--- config.mk ---
export PLATFORM = sky130hd
export DESIGN_NAME = mc_main_fsm
export DESIGN_NICKNAME = d
export VERILOG_FILES = /design/src/rtl/mc_ctrl_pkg.sv /design/src/rtl/mc_imm_dec.sv /design/src/rtl/mc_main_fsm.sv
export SDC_FILE = /design/constraint.sdc
export NUM_CORES = 1
export LEC_CHECK = 0
export CAP_MARGIN = 20
export CORE_MARGIN = 4
export CORE_UTILIZATION = 52
export CTS_CLUSTER_SIZE = 25
export DETAILED_ROUTE_END_ITERATION = 12
export PLACE_DENSITY = 0.85
export SYNTH_ARGS = -nofsm -noshare
export SYNTH_HDL_FRONTEND = slang
export SYNTH_SLANG_ARGS = --single-unit
--- constraint.sdc ---
create_clock -name clk -period 6.7 [get_ports clk]
set_input_delay 2.01 -clock clk [delete_from_list [all_inputs] [get_ports clk]]
set_output_delay 2.01 -clock clk [all_outputs]
set_load 0.02 [all_outputs]
--- src/rtl/mc_ctrl_pkg.sv ---
// rtl/mc_ctrl_pkg.sv - shared state, trap-cause, opcode and mux-select encodings for the multicycle controller
package mc_ctrl_pkg;

  typedef logic [3:0] state_e;

  localparam state_e S_FETCH    = 4'd0;
  localparam state_e S_DECODE   = 4'd1;
  localparam state_e S_MEMADR   = 4'd2;
  localparam state_e S_MEMREAD  = 4'd3;
  localparam state_e S_MEMWB    = 4'd4;
  localparam state_e S_MEMWRITE = 4'd5;
  localparam state_e S_EXECR    = 4'd6;
  localparam state_e S_EXECI    = 4'd7;
  localparam state_e S_ALUWB    = 4'd8;
  localparam state_e S_BEQ      = 4'd9;
  localparam state_e S_JAL      = 4'd10;
  localparam state_e S_JALR     = 4'd11;
  localparam state_e S_LUI      = 4'd12;
  localparam state_e S_AUIPC    = 4'd13;
  localparam state_e S_TRAP     = 4'd14;
  localparam state_e S_HALT     = 4'd15;

  typedef enum logic [1:0] {
    CAUSE_ILLEGAL     = 2'b00,
    CAUSE_ECALL       = 2'b01,
    CAUSE_EBREAK      = 2'b10,
    CAUSE_BUS_TIMEOUT = 2'b11
  } trap_cause_e;

  localparam logic [6:0] OP_LOAD   = 7'b0000011;
  localparam logic [6:0] OP_STORE  = 7'b0100011;
  localparam logic [6:0] OP_RTYPE  = 7'b0110011;
  localparam logic [6:0] OP_IALU   = 7'b0010011;
  localparam logic [6:0] OP_BRANCH = 7'b1100011;
  localparam logic [6:0] OP_JAL    = 7'b1101111;
  localparam logic [6:0] OP_JALR   = 7'b1100111;
  localparam logic [6:0] OP_LUI    = 7'b0110111;
  localparam logic [6:0] OP_AUIPC  = 7'b0010111;
  localparam logic [6:0] OP_SYSTEM = 7'b1110011;

  localparam logic [1:0] RES_ALUOUT  = 2'b00;
  localparam logic [1:0] RES_DATA    = 2'b01;
  localparam logic [1:0] RES_ALURES  = 2'b10;
  localparam logic [1:0] RES_TRAPVEC = 2'b11;

  localparam logic [1:0] SRCA_PC    = 2'b00;
  localparam logic [1:0] SRCA_OLDPC = 2'b01;
  localparam logic [1:0] SRCA_RS1   = 2'b10;
  localparam logic [1:0] SRCA_ZERO  = 2'b11;

  localparam logic [1:0] SRCB_RS2  = 2'b00;
  localparam logic [1:0] SRCB_IMM  = 2'b01;
  localparam logic [1:0] SRCB_FOUR = 2'b10;

  localparam logic [1:0] ALUOP_ADD   = 2'b00;
  localparam logic [1:0] ALUOP_SUB   = 2'b01;
  localparam logic [1:0] ALUOP_FUNCT = 2'b10;

  localparam logic [2:0] IMM_I = 3'b000;
  localparam logic [2:0] IMM_S = 3'b001;
  localparam logic [2:0] IMM_B = 3'b010;
  localparam logic [2:0] IMM_J = 3'b011;
  localparam logic [2:0] IMM_U = 3'b100;

  typedef struct packed {
    logic       mem_req;
    logic       pc_update;
    logic       branch;
    logic       adr_src;
    logic       ir_write;
    logic       mem_write;
    logic       reg_write;
    logic       link_sel;
    logic [1:0] result_src;
    logic [1:0] alu_src_a;
    logic [1:0] alu_src_b;
    logic [1:0] alu_op;
    logic       trap_valid;
  } ctrl_t;

endpackage

--- src/rtl/mc_imm_dec.sv ---
// rtl/mc_imm_dec.sv - opcode to immediate-format select, purely combinational
module mc_imm_dec
  import mc_ctrl_pkg::*;
(
  input  logic [6:0] i_op,
  output logic [2:0] o_imm_src
);

  always_comb begin
    o_imm_src = IMM_I;
    case (i_op)
      OP_STORE:          o_imm_src = IMM_S;
      OP_BRANCH:         o_imm_src = IMM_B;
      OP_JAL:            o_imm_src = IMM_J;
      OP_LUI, OP_AUIPC:  o_imm_src = IMM_U;
      default:           o_imm_src = IMM_I;
    endcase
  end

endmodule

--- src/rtl/mc_main_fsm.sv ---
// rtl/mc_main_fsm.sv - multicycle RV32I main controller with memory handshake, timeout and traps
module mc_main_fsm
  import mc_ctrl_pkg::*;
#(
  parameter int MEM_TIMEOUT    = 16,
  parameter int HALT_ON_EBREAK = 1
) (
  input  logic       clk,
  input  logic       rst_n,
  input  logic [6:0] op,
  input  logic       sys_imm0,
  input  logic       mem_ready,
  output logic       mem_req,
  output logic       PCUpdate,
  output logic       Branch,
  output logic       AdrSrc,
  output logic       IRWrite,
  output logic       MemWrite,
  output logic       RegWrite,
  output logic       LinkSel,
  output logic [1:0] ResultSrc,
  output logic [1:0] ALUSrcA,
  output logic [1:0] ALUSrcB,
  output logic [1:0] ALUOp,
  output logic [2:0] ImmSrc,
  output logic       trap_valid,
  output logic [1:0] trap_cause,
  output logic       halted
);

  localparam int CW = (MEM_TIMEOUT > 0) ? $clog2(MEM_TIMEOUT + 1) : 1;
  localparam logic [CW-1:0] CNT_LAST = CW'(MEM_TIMEOUT - 1);

  state_e         r_state;
  state_e         w_next;
  logic [CW-1:0]  r_cnt;
  trap_cause_e    r_trap_cause;
  trap_cause_e    w_cause;
  logic           w_req;
  logic           w_timeout;
  ctrl_t          w_dec;
  ctrl_t          w_ctrl;

  mc_imm_dec u_imm_dec (
    .i_op      (op),
    .o_imm_src (ImmSrc)
  );

  assign w_req     = (r_state == S_FETCH) || (r_state == S_MEMREAD) || (r_state == S_MEMWRITE);
  assign w_timeout = (MEM_TIMEOUT != 0) && w_req && !mem_ready && (r_cnt == CNT_LAST);

  always_comb begin
    w_next  = r_state;
    w_cause = CAUSE_BUS_TIMEOUT;
    case (r_state)
      S_FETCH: begin
        if (mem_ready)      w_next = S_DECODE;
        else if (w_timeout) w_next = S_TRAP;
      end
      S_DECODE: begin
        case (op)
          OP_LOAD, OP_STORE: w_next = S_MEMADR;
          OP_RTYPE:          w_next = S_EXECR;
          OP_IALU:           w_next = S_EXECI;
          OP_BRANCH:         w_next = S_BEQ;
          OP_JAL:            w_next = S_JAL;
          OP_JALR:           w_next = S_JALR;
          OP_LUI:            w_next = S_LUI;
          OP_AUIPC:          w_next = S_AUIPC;
          OP_SYSTEM: begin
            if (!sys_imm0) begin
              w_next  = S_TRAP;
              w_cause = CAUSE_ECALL;
            end else if (HALT_ON_EBREAK != 0) begin
              w_next  = S_HALT;
            end else begin
              w_next  = S_TRAP;
              w_cause = CAUSE_EBREAK;
            end
          end
          default: begin
            w_next  = S_TRAP;
            w_cause = CAUSE_ILLEGAL;
          end
        endcase
      end
      S_MEMADR: w_next = (op == OP_LOAD) ? S_MEMREAD : S_MEMWRITE;
      S_MEMREAD: begin
        if (mem_ready)      w_next = S_MEMWB;
        else if (w_timeout) w_next = S_TRAP;
      end
      S_MEMWRITE: begin
        if (mem_ready)      w_next = S_FETCH;
        else if (w_timeout) w_next = S_TRAP;
      end
      S_EXECR, S_EXECI, S_LUI, S_AUIPC:                  w_next = S_ALUWB;
      S_MEMWB, S_ALUWB, S_BEQ, S_JAL, S_JALR, S_TRAP:    w_next = S_FETCH;
      S_HALT:                                           w_next = S_HALT;
      default:                                          w_next = S_FETCH;
    endcase
  end

  always_comb begin
    w_dec = '0;
    case (r_state)
      S_FETCH: begin
        w_dec.mem_req    = 1'b1;
        w_dec.ir_write   = mem_ready;
        w_dec.pc_update  = mem_ready;
        w_dec.alu_src_a  = SRCA_PC;
        w_dec.alu_src_b  = SRCB_FOUR;
        w_dec.alu_op     = ALUOP_ADD;
        w_dec.result_src = RES_ALURES;
      end
      S_DECODE: begin
        w_dec.alu_src_a = SRCA_OLDPC;
        w_dec.alu_src_b = SRCB_IMM;
      end
      S_MEMADR: begin
        w_dec.alu_src_a = SRCA_RS1;
        w_dec.alu_src_b = SRCB_IMM;
      end
      S_MEMREAD: begin
        w_dec.mem_req = 1'b1;
        w_dec.adr_src = 1'b1;
      end
      S_MEMWB: begin
        w_dec.result_src = RES_DATA;
        w_dec.reg_write  = 1'b1;
      end
      // The store strobe is withdrawn in the timeout cycle so the aborted write never lands.
      S_MEMWRITE: begin
        w_dec.mem_req   = 1'b1;
        w_dec.adr_src   = 1'b1;
        w_dec.mem_write = !w_timeout;
      end
      S_EXECR: begin
        w_dec.alu_src_a = SRCA_RS1;
        w_dec.alu_src_b = SRCB_RS2;
        w_dec.alu_op    = ALUOP_FUNCT;
      end
      S_EXECI: begin
        w_dec.alu_src_a = SRCA_RS1;
        w_dec.alu_src_b = SRCB_IMM;
        w_dec.alu_op    = ALUOP_FUNCT;
      end
      S_ALUWB: begin
        w_dec.result_src = RES_ALUOUT;
        w_dec.reg_write  = 1'b1;
      end
      S_BEQ: begin
        w_dec.alu_src_a  = SRCA_RS1;
        w_dec.alu_src_b  = SRCB_RS2;
        w_dec.alu_op     = ALUOP_SUB;
        w_dec.result_src = RES_ALUOUT;
        w_dec.branch     = 1'b1;
      end
      S_JAL: begin
        w_dec.result_src = RES_ALUOUT;
        w_dec.pc_update  = 1'b1;
        w_dec.reg_write  = 1'b1;
        w_dec.link_sel   = 1'b1;
      end
      S_JALR: begin
        w_dec.alu_src_a  = SRCA_RS1;
        w_dec.alu_src_b  = SRCB_IMM;
        w_dec.result_src = RES_ALURES;
        w_dec.pc_update  = 1'b1;
        w_dec.reg_write  = 1'b1;
        w_dec.link_sel   = 1'b1;
      end
      S_LUI: begin
        w_dec.alu_src_a = SRCA_ZERO;
        w_dec.alu_src_b = SRCB_IMM;
      end
      S_AUIPC: begin
        w_dec.alu_src_a = SRCA_OLDPC;
        w_dec.alu_src_b = SRCB_IMM;
      end
      S_TRAP: begin
        w_dec.trap_valid = 1'b1;
        w_dec.result_src = RES_TRAPVEC;
        w_dec.pc_update  = 1'b1;
      end
      default: w_dec = '0;
    endcase
  end

  // Gating with rst_n drops the bus request and store strobe the moment reset asserts.
  assign w_ctrl     = rst_n ? w_dec : '0;
  assign mem_req    = w_ctrl.mem_req;
  assign PCUpdate   = w_ctrl.pc_update;
  assign Branch     = w_ctrl.branch;
  assign AdrSrc     = w_ctrl.adr_src;
  assign IRWrite    = w_ctrl.ir_write;
  assign MemWrite   = w_ctrl.mem_write;
  assign RegWrite   = w_ctrl.reg_write;
  assign LinkSel    = w_ctrl.link_sel;
  assign ResultSrc  = w_ctrl.result_src;
  assign ALUSrcA    = w_ctrl.alu_src_a;
  assign ALUSrcB    = w_ctrl.alu_src_b;
  assign ALUOp      = w_ctrl.alu_op;
  assign trap_valid = w_ctrl.trap_valid;
  assign trap_cause = r_trap_cause;
  assign halted     = (r_state == S_HALT);

  always_ff @(posedge clk or negedge rst_n) begin
    if (!rst_n) begin
      r_state      <= S_FETCH;
      r_cnt        <= '0;
      r_trap_cause <= CAUSE_ILLEGAL;
    end else begin
      r_state <= w_next;
      if ((w_next == S_TRAP) && (r_state != S_TRAP))
        r_trap_cause <= w_cause;
      if (w_next != r_state)
        r_cnt <= '0;
      else if (w_req && !mem_ready)
        r_cnt <= r_cnt + 1'b1;
    end
  end

endmodule

# Word level (Yosys, flattened, before mapping)
# Index checks and enable logic that the tools add are counted.
[word_totals] in_bits=11 reg_bits=11 wordCells=84 out_inout_bits=23
[op_classes] muxes=27 add_sub_neg=1 n_eq_ne=29 reduce_logical=24
[ops] operator="$eq A4 B4 Y1 const B" count=9
[ops] operator="$pmux W4 S9" count=1
[ops] operator="$pmux W4 S8" count=1
[ops] operator="$eq A7 B7 Y1 const B" count=4
[ops] operator="$eq A7 B6 Y1 const B" count=3
[ops] operator="$pmux W4 S5" count=1
[ops] operator="$mux W17" count=1
[ops] operator="$eq A4 B3 Y1 const B" count=4
[ops] operator="$mux W4" count=4
[ops] operator="$reduce_or A2 Y1" count=8
[ops] operator="$eq A7 B5 Y1 const B" count=2
[ops] operator="$pmux W3 S4" count=1
[ops] operator="$mux W5" count=2
[ops] operator="$mux W1" count=9
[ops] operator="$reduce_or A3 Y1" count=3
[ops] operator="$reduce_or A9 Y1" count=1
[ops] operator="$eq A4 B2 Y1 const B" count=2
[ops] operator="$pmux W2 S2" count=2
[ops] operator="$reduce_or A4 Y1" count=2
[ops] operator="$eq A7 B2 Y1 const B" count=1
[ops] operator="$pmux W2 S3" count=1
[ops] operator="$reduce_or A6 Y1" count=1
[ops] operator="$add A5 B1 Y5 const B" count=1
[ops] operator="$eq A5 B4 Y1 const B" count=1
[ops] operator="11 further kinds" count=16

# Depth between registers and ports, before layout
# Gate-level depths: netlist of run 1.
[depth] ltp_word=10 ltp_mapped=9 mapped_depth_nobuf=9

# By module
# From an unflattened synthesis of run 1, not the netlist that was laid out.
[hier_totals] hier_cells=153 area_unflattened_um2=1219.9
[by_module_without_submodules] mod="mc_main_fsm" n_inst=1 cells_per_inst=145 seq_area_each_um2=275.3 area_each_um2=1158.6
[by_module_without_submodules] mod="mc_imm_dec" n_inst=1 cells_per_inst=8 seq_area_each_um2=0.0 area_each_um2=61.3

# Least setup slack after synthesis of run 1
# OpenSTA, ideal clock, no wires.
[synth_path] path_kind="input to output" start="in op[2]" end="out ImmSrc[1]" slack_ps=1119 arrival_time_ps=3571 path_stages=3 cell_sequence="clkbuf_1 > or2_2 > a2111oi_0"
[synth_via] elab_chain_len=3 elab_cells_between_ends=7 cone_classes="eq/ne: 5; mux: 1; reduce/logical: 1"
[synth_rtl] item="start, declared" line_no="mc_main_fsm.sv:10" source="input logic [6:0] op,"
[synth_rtl] item="$eq A7 B6 Y1 or $eq A7 B5 Y1 (tied branches)" line_no="mc_imm_dec.sv:11" source="case (i_op)"
[synth_rtl] item="$reduce_or A2 Y1" line_no="mc_imm_dec.sv:11"
[synth_rtl] item="$pmux W3 S4 (*)" line_no="mc_imm_dec.sv:11"
[synth_rtl] item="end, declared" line_no="mc_main_fsm.sv:25" source="output logic [2:0] ImmSrc,"
# Mark *: on every way between the ends. The rest lies on a longest branch, timed or not.

# Final worst setup path of run 1
[layout_path] start="in op[6]" end="out ImmSrc[0]"
# The elaborated chain is that of the path after synthesis.

==> results of run 1 <==
cells in the mapped netlist (2+ instances only):
cell type / count / share of area, %
nor2_1: 22 / 6.5
ha_1: 2 / 2.0
clkbuf_1: 9 / 2.7
nand3b_1: 3 / 1.8
a31oi_1: 3 / 1.5
nand3_1: 8 / 3.2
nor3_1: 13 / 5.1
a211oi_1: 2 / 1.2
a21oi_1: 7 / 2.8
mux2i_1: 2 / 1.6
buf_6: 2 / 1.8
nand4bb_1: 2 / 1.8
o32a_1: 2 / 1.6
xnor2_1: 5 / 3.5
or2_2: 2 / 0.99
nor2b_1: 3 / 1.5
nor4_1: 2 / 0.99
and3_1: 5 / 2.5
dfrtp_1: 11 / 22
nand2_1: 10 / 3.0
and2_1: 2 / 0.99
inv_1: 12 / 3.6
o21ai_0: 11 / 4.3
nand2b_1: 5 / 2.5
or3_1: 5 / 2.5
power groups by stage:
stage                     Combinational [mW]  Clock (mW)  Sequential, mW
after floorplan                        0.314           0           0.108
after global routing                   0.416      0.0499           0.160
after CTS                              0.382      0.0461           0.150
after global placement                 0.371           0           0.148
after detailed placement               0.380           0           0.151
final                                  0.383      0.0432           0.152
area by class of cell:
| class | instances | area [um^2] | area share, % |
|---|---|---|---|
| Tap cell | 28 | 35.0 | 2.19 |
| Multi-Input combinational cell | 137 | 881 | 55.0 |
| Inverter | 12 | 45.0 | 2.81 |
| Timing Repair Buffer | 34 | 338 | 21.1 |
| Clock inverter | 1 | 5.00 | 0.312 |
| Clock buffer | 3 | 22.5 | 1.41 |
| Sequential cell | 11 | 275 | 17.2 |
path summary, 6_finish.rpt:
check | end | slack, ns | cells after the start
min in group asynchronous | r_cnt[4]$_DFFE_PN0P_ | 2.23 | 2
min | trap_cause[0]$_DFFE_PN0P_ | 0.50 | 1
max | ImmSrc[0] | 0.69 | 4
max reg2reg | trap_cause[0]$_DFFE_PN0P_ | 4.23 | 6
max in group asynchronous | r_cnt[1]$_DFFE_PN0P_ | 4.31 | 2
min reg2reg | trap_cause[0]$_DFFE_PN0P_ | 0.50 | 1
registers in the layout, indices dropped and copies added, names as in the netlist:
name / cells
r_cnt: 5
r_state: 4
trap_cause: 2
kinds of logic after synthesis:
| kind of cell | share of synthesized area [%] |
|---|---|
| and+or+nand+nor | 38.6 |
| AOI/OAI and AO/OA | 23.2 |
| buffers and inverters | 8.88 |
| DFF | 21.7 |
| xor gates and xnor gates | 4.14 |
| muxes | 1.58 |
| adders and majority gates | 1.97 |
layer usage:
metal  GRT usage, %  part of all wire [%]  routed length [um]
met3           2.49                   7.0                 239
met5              0                     0                   0
met4           9.27                   2.4                  81
met2           37.9                    49                1660
met1           27.0                    42                1410
critical path, cell delays in order:
cell and delay, ns:
clkdlybuf4s50_1 0.65, or3_1 0.42, a211oi_1 0.27, clkdlybuf4s50_1 0.65
placed cells by master (no fill, tap or decap), types with 2 or more instances in the layout:
master           synthesis  final
a211oi_1                 2      2
a21oi_1                  7      7
a31oi_1                  3      3
and2_1                   2      2
and3_1                   5      5
clkbuf_4                 0      3
clkdlybuf4s50_1          0     33
dfrtp_1                 11     11
ha_1                     2      2
inv_1                   12     12
mux2i_1                  2      2
nand2_1                 10     10
nand2b_1                 5      5
nand3_1                  8      8
nand3b_1                 3      3
nand4bb_1                2      2
nor2_1                  22     22
nor2b_1                  3      3
nor3_1                  13     13
nor4_1                   2      2
o21ai_0                 11     11
o32a_1                   2      2
or2_2                    2      2
or3_1                    5      5
xnor2_1                  5      5
==> results by group, run 1 <==
Run status
  – Status: complete, no violations

Worst setup path
  – Crit path max fanout: 13
  – CP Class: in2out
  – Critical path arrival: 4.00 ns
  – Worst R2R Start: r_state[2]$_DFF_PN0_
  – Critical path startpoint: op[6]
  – Critical path data required time: 4.69 ns
  – CP Launch Type: input port
  – CP endpoint kind: output pin

STA
  – RSZ-0062 raised after global routing: no
  – Period utilization: 89.8%
  – Setup-failing EPs final: 0
  – Fmax: 166 MHz
  – Worst Hold Slack: 0.499 ns
  – Crit path time final: 6.01 ns
  – Fin Setup TNS: 0 ns
  – Slew of the pin with the lowest slew margin: 0.791 ns
  – Max-slew headroom: 47.3%
  – Fin. Hold Viols: 0
  – Setup WS post-layout: 0.686 ns
  – Clock Skew: 0.00392 ns
  – Max Slew Vio Count: 0

Synth
  – Ys Warns: 0
  – Synth Register Bits: 11
  – Register area share after synthesis: 21.7%
  – Netlist cell types: 48
  – Syn_area_per_cell: 7.33 um^2
  – Post-Synthesis Cells: 173
  – Mapped cell area: 1270 um^2
  – Most used flip-flop cell after synthesis: dfrtp_1
  – EDFF count, synth: 0
  – Syn nets: 186
  – Post-synth ARST share: 100%

Power and ir drop
  – PwrDens: 361 nW/um^2
  – Sw Ratio: 51.3%
  – Seq pwr share: 26.3%
  – Clock network power share: 7.5%
  – Leak: 0.612 nW
  – P_int: 282 uW
  – Worst vdd ir: 0.293 mV
  – Power after layout: 579 uW
  – P_sw: 297 uW
  – Comb pwr share: 66.2%

Detailed routing
  – Via/cell ratio: 6.19
  – DRT iter0 DRCs: 50
  – TritonRoute pass-1 iters: 5
  – Vias: 1,399
  – Wire length per cell: 15.0 um
  – Final wirelength: 3400 um
  – # DRC: 0
  – Post-route ant nets: 0

Clock tree
  – CTS Buf Count: 3
  – Post CTS Setup Buffer Count: 0
  – CTS Buffer Depth: 2
  – Worst-Skew Late Latency: 0.27 ns
  – CTS Sinks: 11
  – Cts hold-fix bufs: 0
  – CTS root buf: clkbuf_4
  – Resized cells post-CTS: 0
  – Clock tree from TritonCTS: yes
  – H-tree depth: 1
  – Reg clk slew, reported paths: 0.06 ns

Global routing
  – Vias in the first global route: 1,332
  – Initial antenna violation count: 0
  – Overflow after GRT: 0
  – First-pass GRT wire length: 5800 um
  – GR Util All Layers: 21.8%
  – Largest net degree at the start of global routing: 28

Die
  – Area of the die: 3290 um^2
  – Die width: 57.4 um
  – Die height: 57.4 um
  – Row cnt: 17
  – Io pins: 34
  – CORE AREA: 2280 um^2
  – Initial core utilization: 55.7%

Placement
  – Gpl congestion: 0.835
  – Cell total after placement: 222
  – Worst slack, placed: 0.684 ns
  – Port Buffers: 33
  – DP Area: 1570 um^2
  – DP Wirelength: 2620 um

Final layout
  – Final net count: 212
  – Number of diodes: 0
  – Layout Cells excl Fill: 226
  – Fillcell total: 195
  – Fin util: 70.4%
  – Post-route cell area: 1600 um^2
  – Layout cells sized above 1: 7.58%
  – Area Growth Syn to Fin: 26.2%

Hold path
  – Hold Crit Class: reg2reg
  – Hold path start: trap_cause[0]$_DFFE_PN0P_

Flow run
  – Max-cap violation count: 0
No activity file was read; power rests on OpenSTA's default activity.
==> run 2: changes to the inputs <==
--- a/config.mk
+++ b/config.mk
@@ -7,10 +7,10 @@
 export LEC_CHECK = 0
 export CAP_MARGIN = 20
 export CORE_MARGIN = 4
-export CORE_UTILIZATION = 52
+export CORE_UTILIZATION = 48
 export CTS_CLUSTER_SIZE = 25
 export DETAILED_ROUTE_END_ITERATION = 12
-export PLACE_DENSITY = 0.85
+export PLACE_DENSITY = 0.79
 export SYNTH_ARGS = -nofsm -noshare
 export SYNTH_HDL_FRONTEND = slang
 export SYNTH_SLANG_ARGS = --single-unit
==> constraint.sdc (replaced) <==
create_clock -name clk -period 5.74 [get_ports clk]
set_input_delay 1.722 -clock clk [delete_from_list [all_inputs] [get_ports clk]]
set_output_delay 1.722 -clock clk [all_outputs]
set_load 0.02 [all_outputs]
==> results by group, run 2 (same netlist as run 1, synthesis figures left out) <==
STA
  – Worst Hold Slack: 0.536 ns (+0.0368 ns)
  – Max Slew Vio Count: 0 (unchanged)
  – RSZ-0062 raised after global routing: no
  – Period utilization: 94.6%
  – Max-slew headroom: 48.9% (+1.7 points)
  – Fin. Hold Viols: 0 (unchanged)
  – Fmax: 184 MHz
  – Setup-failing EPs final: 0 (unchanged)
  – Setup WS post-layout: 0.308 ns (-0.378 ns)
  – Slew of the pin with the lowest slew margin: 0.766 ns (-0.0249 ns)
  – Crit path time final: 5.43 ns
  – Fin Setup TNS: 0 ns (unchanged)
  – Clock Skew: 0.00155 ns (-0.00237 ns)

Power and ir drop
  – Clock network power share: 7.4% (about the same)
  – Leak: 0.618 nW (+1.1%)
  – Worst vdd ir: 0.332 mV (+14%)
  – Seq pwr share: 26.0% (-0.3 points)
  – P_sw: 345 uW (+16%)
  – Sw Ratio: 50.8% (-0.54 points)
  – Comb pwr share: 66.6% (+0.4 points)
  – P_int: 335 uW (+19%)
  – PwrDens: 420 nW/um^2 (+16%)

Detailed routing
  – Vias: 1,413 (+1.0%)
  – Final wirelength: 3420 um (+0.77%)
  – TritonRoute pass-1 iters: 4 (-1)
  – # DRC: 0 (unchanged)
  – Via/cell ratio: 6.14 (-0.76%)
  – DRT iter0 DRCs: 23 (-54%)
  – Post-route ant nets: 0 (unchanged)
  – Wire length per cell: 14.9 um (-0.99%)

Die
  – Die height: 59.4 um (+3.5%)
  – Row cnt: 18 (+1)
  – Area of the die: 3530 um^2 (+7.1%)
  – Die width: 59.4 um (+3.5%)
  – CORE AREA: 2500 um^2 (+9.8%)
  – Initial core utilization: 50.8% (-5.0 points)
  – Io pins: 34 (unchanged)

Final layout
  – Seq. cell area: 275 um^2 (unchanged)
  – Largest Register: r_cnt
  – Most common cell after layout, fill and taps aside: clkdlybuf4s50_1
  – Area of the multi-input gates: 881 um^2 (unchanged)
  – Area Growth Syn to Fin: 27.5%
  – Number of diodes: 0 (unchanged)
  – Commonest cells after routing, fill and taps aside: clkdlybuf4s50_1 (33), nor2_1 (22), nor3_1 (13)
  – Max reg flops: 5 (unchanged)
  – Fin util: 64.7% (-5.7 points)
  – Final net count: 214 (+0.94%)
  – Layout Cells excl Fill: 230 (+1.8%)
  – Fillcell total: 244 (+25%)
  – Layout cells sized above 1: 8.00% (+0.42 points)

Clock tree
  – H-tree depth: 1 (unchanged)
  – Post CTS Setup Buffer Count: 0 (unchanged)
  – CTS Buf Count: 3 (unchanged)
  – Cts hold-fix bufs: 0 (unchanged)
  – CTS Buffer Depth: 2 (unchanged)
  – CTS Sinks: 11 (unchanged)
  – Clock tree from TritonCTS: yes
  – Resized cells post-CTS: 0 (unchanged)
  – CTS root buf: clkbuf_4
  – Reg clk slew, reported paths: 0.06 ns (about the same)
  – Worst-Skew Late Latency: 0.26 ns (about the same)

Placement
  – Worst slack, placed: 0.323 ns (-0.361 ns)
  – Cell total after placement: 226 (+1.8%)
  – DP Wirelength: 2640 um (+0.61%)
  – Gpl congestion: 0.808 (-3.2%)
  – Port Buffers: 33 (unchanged)

Worst setup path
  – Crit path max fanout: 11 (-2)
  – Worst setup path end: ImmSrc[1]
  – Critical path arrival: 3.71 ns (-0.29 ns)
  – Crit path max-delay cell type: clkdlybuf4s50_1
  – R2r endpoint: r_cnt[2]$_DFFE_PN0P_
  – CP bufs+invs: 2 (unchanged)
  – R2R depth: 6 (unchanged)
  – Slowest stage delay, CP: 0.68 ns (+0.03 ns)
  – CP endpoint kind: output pin
  – CP Depth: 4 (unchanged)
  – Crit path cell chain: clkdlybuf4s50_1 -> or2_2 -> a2111oi_0 -> clkdlybuf4s50_1
  – Kind of cell adding the most delay to the critical path: buffers and inverters
  – Critical path startpoint: op[2]
  – R2R setup slack: 3.24 ns (-0.99 ns)
  – Worst R2R Start: r_state[1]$_DFF_PN0_
  – CP Launch Type: input port
  – Most used cell, CP: clkdlybuf4s50_1
  – Critical path data required time: 4.02 ns (-0.67 ns)
  – CP Class: in2out

Global routing
  – Vias in the first global route: 1,319 (-0.98%)
  – First-pass GRT wire length: 5720 um (-1.4%)
  – GR Util All Layers: 20.7% (-1.1 points)
  – Initial antenna violation count: 0 (unchanged)
  – Overflow after GRT: 0 (unchanged)
  – Largest net degree at the start of global routing: 28 (unchanged)

Hold path
  – Hold Crit Class: reg2reg

Flow run
  – Max-cap violation count: 0 (unchanged)

Run status
  – Status: complete, no violations
[run 2: cell count changes in the layout (fill, tap and decap cells not counted)]
cell / before / now
buf_4: 1 / 3
clkbuf_1: 0 / 1
clkinv_2: 1 / 0
[run 2: layout make-up]
class                           instances  area share, %
Clock buffer                            4           1.62
Tap cell                               30           2.32
Timing Repair Buffer                   36           21.8
Sequential cell                        11           17.0
Inverter                               12           2.78
Multi-Input combinational cell        137           54.4
[run 2: per-stage QoR]
step / instance area, um^2 / power, mW
after floorplan: 1270 / 0.493
after global placement: 1590 / 0.608
after detailed placement: 1590 / 0.623
after CTS: 1620 / 0.677
after global routing: 1620 / 0.734
final: 1620 / 0.680
[run 2: worst register-to-register path, cell delays in order (launching register included)]
cell	delay, ns
dfrtp_1	0.84
or4b_1	0.53
nor4_1	0.27
a31oi_1	0.07
o31ai_1	0.14
o2111ai_2	0.26
nor3_1	0.29
[run 2: metal layers]
metal  global-route usage, %  vias up  part of all wire (%)
li1                        -      680                     -
met1                    25.0      658                    41
met2                    35.9       67                    49
met3                    4.79        8                   7.5
met4                    6.80        0                   2.2
met5                       0        -                     0
[run 2: power groups by stage]
stage	Sequential [mW]	Combinational [mW]	Clock (mW)
floorplan	0.126	0.367	0
global placement	0.172	0.436	0
detailed placement	0.174	0.449	0
CTS	0.173	0.451	0.0520
global route	0.185	0.493	0.0569
finish	0.177	0.453	0.0506
[run 2: worst min-delay path by stage]
stage                              startpoint                        end  depth (start not counted)
global placement    trap_cause[0]$_DFFE_PN0P_  trap_cause[0]$_DFFE_PN0P_                          1
detailed placement  trap_cause[0]$_DFFE_PN0P_  trap_cause[0]$_DFFE_PN0P_                          1
floorplan                r_cnt[3]$_DFFE_PN0P_       r_cnt[3]$_DFFE_PN0P_                          2
global route        trap_cause[0]$_DFFE_PN0P_  trap_cause[0]$_DFFE_PN0P_                          1
finish              trap_cause[1]$_DFFE_PN0P_  trap_cause[1]$_DFFE_PN0P_                          2
CTS                 trap_cause[0]$_DFFE_PN0P_  trap_cause[0]$_DFFE_PN0P_                          1
